$ cat config.mk
export PLATFORM = sky130hd
export DESIGN_NAME = muldiv_arbiter
export DESIGN_NICKNAME = d
export VERILOG_FILES = /design/src/rtl/muldiv_arbiter.sv
export SDC_FILE = /design/constraint.sdc
export NUM_CORES = 1
export LEC_CHECK = 0
export ABC_AREA = 1
export BUFFER_PORTS_ARGS = -buffer_cell sky130_fd_sc_hd__buf_2
export CORE_ASPECT_RATIO = 1.1
export CORE_MARGIN = 8
export CORE_UTILIZATION = 30
export DETAILED_ROUTE_END_ITERATION = 7
export GPL_TIMING_DRIVEN = 0
export PLACE_DENSITY = 0.69
export REMOVE_ABC_BUFFERS = 1
export SLEW_MARGIN = 20
export SYNTH_ARGS = -nofsm -noshare
export SYNTH_HDL_FRONTEND = slang
export SYNTH_SLANG_ARGS = --single-unit
$ cat constraint.sdc
create_clock -name clk -period 5 [get_ports clk]
set_input_delay 0.5 -clock clk [delete_from_list [all_inputs] [get_ports clk]]
set_output_delay 0.5 -clock clk [all_outputs]
set_load 0.02 [all_outputs]
$ cat src/rtl/muldiv_arbiter.sv
// muldiv_arbiter: shares one mul/div unit pair between two pipes; MULDIV_RR_EN selects round-robin arbitration
module muldiv_arbiter #(
  parameter int DW = 32
) (
  input  logic          clk,
  input  logic          rst,
  input  logic [1:0]    req_i,
  input  logic [1:0]    div_i,
  input  logic [1:0]    sign_i,
  input  logic [DW-1:0] opa0_i,
  input  logic [DW-1:0] opb0_i,
  input  logic [DW-1:0] opa1_i,
  input  logic [DW-1:0] opb1_i,
  input  logic [1:0]    kill_i,
  output logic          mul_start_o,
  output logic          div_start_o,
  output logic          unit_sign_o,
  output logic [DW-1:0] unit_opa_o,
  output logic [DW-1:0] unit_opb_o,
  output logic          unit_flush_o,
  input  logic          mul_ready_i,
  input  logic          div_ready_i,
  input  logic [2*DW-1:0] mul_res_i,
  input  logic [2*DW-1:0] div_res_i,
  output logic [1:0]    done_o,
  output logic [2*DW-1:0] result_o,
  output logic [1:0]    stall_o,
  output logic          busy_o
);
  typedef enum logic [1:0] {IDLE, RUN, DONE} state_t;
  state_t state, state_nx;
  logic owner, op_div, winner, kill_own, ready_sel, grant;
  logic [1:0] avail;
  assign avail = req_i & ~kill_i;
  assign grant = |avail;
  assign kill_own = kill_i[owner];
  assign ready_sel = op_div ? div_ready_i : mul_ready_i;
`ifdef MULDIV_RR_EN
  // ptr names the requester that wins a tie: the one not granted last
  logic ptr;
  assign winner = &avail ? ptr : avail[1];
  always_ff @(posedge clk or posedge rst)
    if (rst) ptr <= 1'b0;
    else if (state == IDLE && grant) ptr <= ~winner;
`else
  assign winner = ~avail[0];
`endif
  always_ff @(posedge clk or posedge rst)
    if (rst) state <= IDLE;
    else state <= state_nx;
  always_comb begin
    state_nx = state;
    case (state)
      IDLE:    state_nx = grant ? RUN : IDLE;
      RUN:     state_nx = kill_own ? IDLE : (ready_sel ? DONE : RUN);
      default: state_nx = IDLE;
    endcase
  end
  always_ff @(posedge clk or posedge rst)
    if (rst) begin
      owner       <= 1'b0;
      op_div      <= 1'b0;
      unit_sign_o <= 1'b0;
      unit_opa_o  <= '0;
      unit_opb_o  <= '0;
      result_o    <= '0;
    end else begin
      if (state == IDLE && grant) begin
        owner       <= winner;
        op_div      <= div_i[winner];
        unit_sign_o <= sign_i[winner];
        unit_opa_o  <= winner ? opa1_i : opa0_i;
        unit_opb_o  <= winner ? opb1_i : opb0_i;
      end
      if (state == RUN && !kill_own && ready_sel) result_o <= op_div ? div_res_i : mul_res_i;
    end
  // start falls combinationally on ready or kill so the unit never sees a stale start
  always_comb begin
    mul_start_o  = state == RUN && !op_div && !mul_ready_i && !kill_own;
    div_start_o  = state == RUN && op_div && !div_ready_i && !kill_own;
    unit_flush_o = state == RUN && kill_own;
    done_o       = (state == DONE && !kill_own) ? (owner ? 2'b10 : 2'b01) : 2'b00;
    stall_o      = req_i & ~done_o;
    busy_o       = state != IDLE;
  end
endmodule

### Yosys cells after proc, flatten, opt, wreduce, memory -nomap -nowiden

Cells that the tools add are included.

* register bits after elaboration: 133
* input bits: 268
* word-level logic and storage cells: 50

* order comparisons: 2
* equal/unequal tests: 2
* multiplexer cells: 16
* bitwise logic cells: 5
* reduce and logical (&&, ||, !) cells: 18

Operators by type and width (count)
* 2-to-1 mux 32 bit: 2
* 2-to-1 mux 64 bit: 1
* logical AND 1 bit: 11
* 2-to-1 mux 1 bit: 8
* 2-to-1 mux 2 bit: 4
* AND 2 bit: 2
* zero test 1 bit: 4
* < comparator 1 x 2 -> 1 bit, second input constant: 2
* NOT 2 bit: 2
* case mux 2 bit (2 select lines): 1
* == test 2 x 1 -> 1 bit, second input constant: 1
* == test 2 bit, second input constant: 1
* zero test 2 bit: 1
* nonzero test 2 bit: 1
* OR reduction 2 bit: 1
* NOT 1 bit: 1

### Longest topological paths before layout

* depth in word-level cells: 7
* depth in mapped cells: 9

### Worst setup path after synthesis

OpenSTA, ideal clock, no wires.

* kind: reg-to-output
* from: register op_div
* to: output port div_start_o
* data arrival time: 1.339 ns
* required time: 4.500 ns
* slack: 3.161 ns
* cell stages (with the launch flop): 4
* buffers on the path: 1
* cell sequence: dfrtp_1 > inv_2 > clkbuf_1 > nor4_1

* longest elaborated chain between the ends: 3

Ends and longest elaborated chain
* start: declaration: RTL line 32 `logic owner, op_div, winner, kill_own, ready_sel, grant;`
* start signal: assignment: RTL line 70 `op_div <= div_i[winner];`
* logical AND 1 bit (3 in series): RTL line 80 `div_start_o = state == RUN && op_div && !div_ready_i && !kill_own;`
* end: declaration: RTL line 16 `output logic div_start_o,`

No other way between the ends.

### Final worst setup path

* from: input port kill_i[0]
* to: register unit_opa_o[6]

* longest elaborated chain between the ends: 4
* elaborated cells between the ends (all ways): 5
* those cells by class: mux: 1; bitwise: 2; reduce/logical: 2

Ends and longest elaborated chain
* start: declaration: RTL line 14 `input logic [1:0] kill_i,`
* NOT 2 bit (*): RTL line 34 `assign avail = req_i & ~kill_i;`
* AND 2 bit (*): RTL line 34
* OR reduction 2 bit: RTL line 35 `assign grant = |avail;`
* logical AND 1 bit: RTL line 68 `if (state == IDLE && grant) begin`
* end signal: assignment: RTL line 72 `unit_opa_o <= winner ? opa1_i : opa0_i;`
* end: declaration: RTL line 18 `output logic [DW-1:0] unit_opa_o,`

Every way passes the cells marked *; elsewhere a longest branch is shown, timed or not.
A chain may end at the register's enable or synchronous reset.

==> reports/results.txt <==
DRC viols: 0
cell area reported after detailed placement: 9134 um^2
setup fix buffers added after clock tree synthesis: 0
overall die width: 161.3 um
depth of the most critical reg-to-reg path: 7
clock transition at the registers of the reported paths: 60 ps
simple-gate area share of the yosys netlist: 0.4620
total leakage power: 6.028 nW
Placement Setup Slack: 707.9 ps
sequential-to-total area share from yosys stat: 0.4776
total non-filler cell area in the finished layout: 9696 um^2
root buffer cell: sky130_fd_sc_hd__clkbuf_16
headroom to the max-slew limit: 0.2791
cell count after placement: 1664
total of flip-flops plus latches after synthesis: 133
Worst Path Class, Setup: in2reg
max-slew violations: 0
routed wire length: 24840 um
number of filler cells placed in the layout: 2352
Worst Path Max Fanout: 69
grt ovf: 0
synthesized area: 6968 um^2
hold crit path type: in2async
final count of negative-setup-slack endpoints: 0
Layout Cells excl Fill: 1696
maximum number of pins on one net before global-route repair: 70
Seq. cell area: 3329 um^2
final core utilization: 0.4241
worst flop-to-flop path startpoint: op_div
register-to-register path setup slack: 1910 ps
detailed-route vias per instance: 4.483
result of the run: finished clean
via total after detailed routing: 7604
dominant combinational cell family by area after synthesis: simple AND/OR/NAND/NOR gates
Final Hold Viols: 0
Post-DP HPWL: 18820 um
RSZ-0062 raised after global routing: no
Final Total Pwr: 5.783 mW
total of cells resized after clock tree synthesis: 0
kind of start point of the critical path: primary input
Worst Slack Setup Final: 1652 ps
fraction of final layout cells with drive strength greater than 1: 0.3231
synthesized instance count: 1026
Yosys warning total: 0
number of diodes added for antenna fixing: 0
average routed wire per standard cell: 14.65 um
I/O pin total: 405
Avg Inst Size Synth: 6.791 um^2
global-route total usage across every layer: 0.1710
drt pass-1 iters: 5
crit path capture type: flip-flop
Area growth syn-to-layout: 39.15%
Max Clock Freq: 298.7 MHz
clk_lat worst skew: 400 ps
number of buffers inserted during clock tree synthesis: 17
post-cts hold buffer count: 0
worst vdd ir: 0.2241 mV
number of nets in the layout: 1651
critical register-to-register path endpoint: result_o[19]
Crit. Startpoint: kill_i[0]
proportion of synthesized area in mux cells: 0
maximum root-to-sink buffer count: 2
Synth Area in XOR/XNOR: 0
worst stage delay on the critical path: 850 ps
number of violations reported at the end of detailed-routing iteration 0: 417
Worst setup endpoint: unit_opa_o[6]
cell with the most instances on the worst path: sky130_fd_sc_hd__nand2_1
slew at the pin closest to its max-slew limit: 1081 ps
Distinct cells, synth: 15
Floorplan Core Area: 22860 um^2
quantity of I/O buffers inserted on ports: 404
power density over the cells: 596.5 nW/um^2
number of antenna-violating nets in the routed design: 0
CP Data Arrival Time: 3630 ps
cell type of the slowest stage on the worst timing path: sky130_fd_sc_hd__nand2_4
Hold Slack: 120.0 ps
required time at the worst-slack endpoint: 5280 ps
compound-gate portion of the synthesized area: 0.0007183
ratio of final minimum period to clock period: 0.6696
initial core utilization: 0.3048
critical path cell sequence: buf_2 -> clkinv_2 -> nand2_4 -> nand2_1 -> nand2_4 -> inv_4 -> nand2_1 -> nand2_1
number of core rows: 58
commonest cells after routing, fill and taps aside: sky130_fd_sc_hd__nand2_1, sky130_fd_sc_hd__buf_2, sky130_fd_sc_hd__nand3_1, sky130_fd_sc_hd__dfrtp_1, sky130_fd_sc_hd__clkbuf_16
final estimated routing congestion in global placement: 0.7987
full die area: 28360 um^2
number of sinks on the clock net: 133
antenna violations before repair: 0
wire length of the first global-routing pass: 39560 um
maximum level of the CTS H-tree: 4
most common library cell in the layout ignoring fill and taps: sky130_fd_sc_hd__nand2_1
CTS tree: yes
total area of multi-input combinational cells: 3254 um^2
number of global-route vias before repair: 7498
Synth Area in Adders: 0
reported max-cap violation count: 0
vertical die dimension: 175.8 um
final critical delay including setup and external delays: 3348 ps
clock tree skew after final layout: 9.270 ps
total negative slack: 0 ps
## layer usage
| metal | vias up | share of wire | GRT usage |
|---|---|---|---|
| met5 | - | 0 | 0 |
| met4 | 0 | 0.0073 | 0.03475 |
| met3 | 13 | 0.081 | 0.05783 |
| met2 | 320 | 0.48 | 0.2810 |
| met1 | 3393 | 0.43 | 0.2146 |
| li1 | 3878 | - | - |
## final cells by class
type,instances,area share
clock inverter,12,0.009937
multi-input combinational,809,0.3357
sequential,133,0.3434
tap,300,0.03871
inverter,14,0.006581
clock buffer,20,0.04710
timing repair buffer,408,0.2186
## logic make-up (layout without fill, tap and decap cells)
| group | count (synthesis) | in the layout |
|---|---|---|
| flops | 133 | 133 |
| simple gates | 808 | 808 |
| compound gates | 1 | 1 |
| buf+inv | 84 | 454 |
## worst max-delay path: cells and delay by family
| kind | cells | cell delay, ps |
|---|---|---|
| buf+inv | 3 | 1180 |
| simple gates | 5 | 1880 |
## state kept, by name (all words and copies together) (netlist names)
name,count
unit_sign_o,1
unit_opb_o,32
owner,1
op_div,1
state,2
result_o,64
unit_opa_o,32
## synthesized netlist by cell type
master / n / share of area
sky130_fd_sc_hd__nand2_1: 665 / 0.36
sky130_fd_sc_hd__dfrtp_1: 133 / 0.48
sky130_fd_sc_hd__nand3_1: 133 / 0.096
sky130_fd_sc_hd__buf_2: 44 / 0.032
sky130_fd_sc_hd__clkbuf_1: 13 / 0.0070
sky130_fd_sc_hd__buf_4: 12 / 0.013
sky130_fd_sc_hd__inv_1: 9 / 0.0048
sky130_fd_sc_hd__inv_2: 5 / 0.0027
sky130_fd_sc_hd__nor2_1: 4 / 0.0022
sky130_fd_sc_hd__nand2_2: 2 / 0.0018
sky130_fd_sc_hd__nor4_1: 2 / 0.0018
sky130_fd_sc_hd__a21oi_1: 1 / 0.00072
sky130_fd_sc_hd__buf_1: 1 / 0.00054
sky130_fd_sc_hd__nand4_1: 1 / 0.00090
sky130_fd_sc_hd__nor2_4: 1 / 0.0016
## report_power, final
group / total [mW] / internal, mW / switching, mW
clock: 1.16 / 0.668 / 0.487
combinational: 2.75 / 0.849 / 1.90
sequential: 1.88 / 1.59 / 0.294
total: 5.78 / 3.10 / 2.68
## worst min-delay path by stage
stage / endpoint / slack [ps]
floorplan: owner / 560
global placement: result_o[26] / 460
detailed placement: unit_opa_o[0] / 460
CTS: unit_opa_o[0] / 130
global route: unit_opa_o[0] / 140
finish: unit_opa_o[0] / 120
Note: power is estimated with default switching activity, not from simulation.
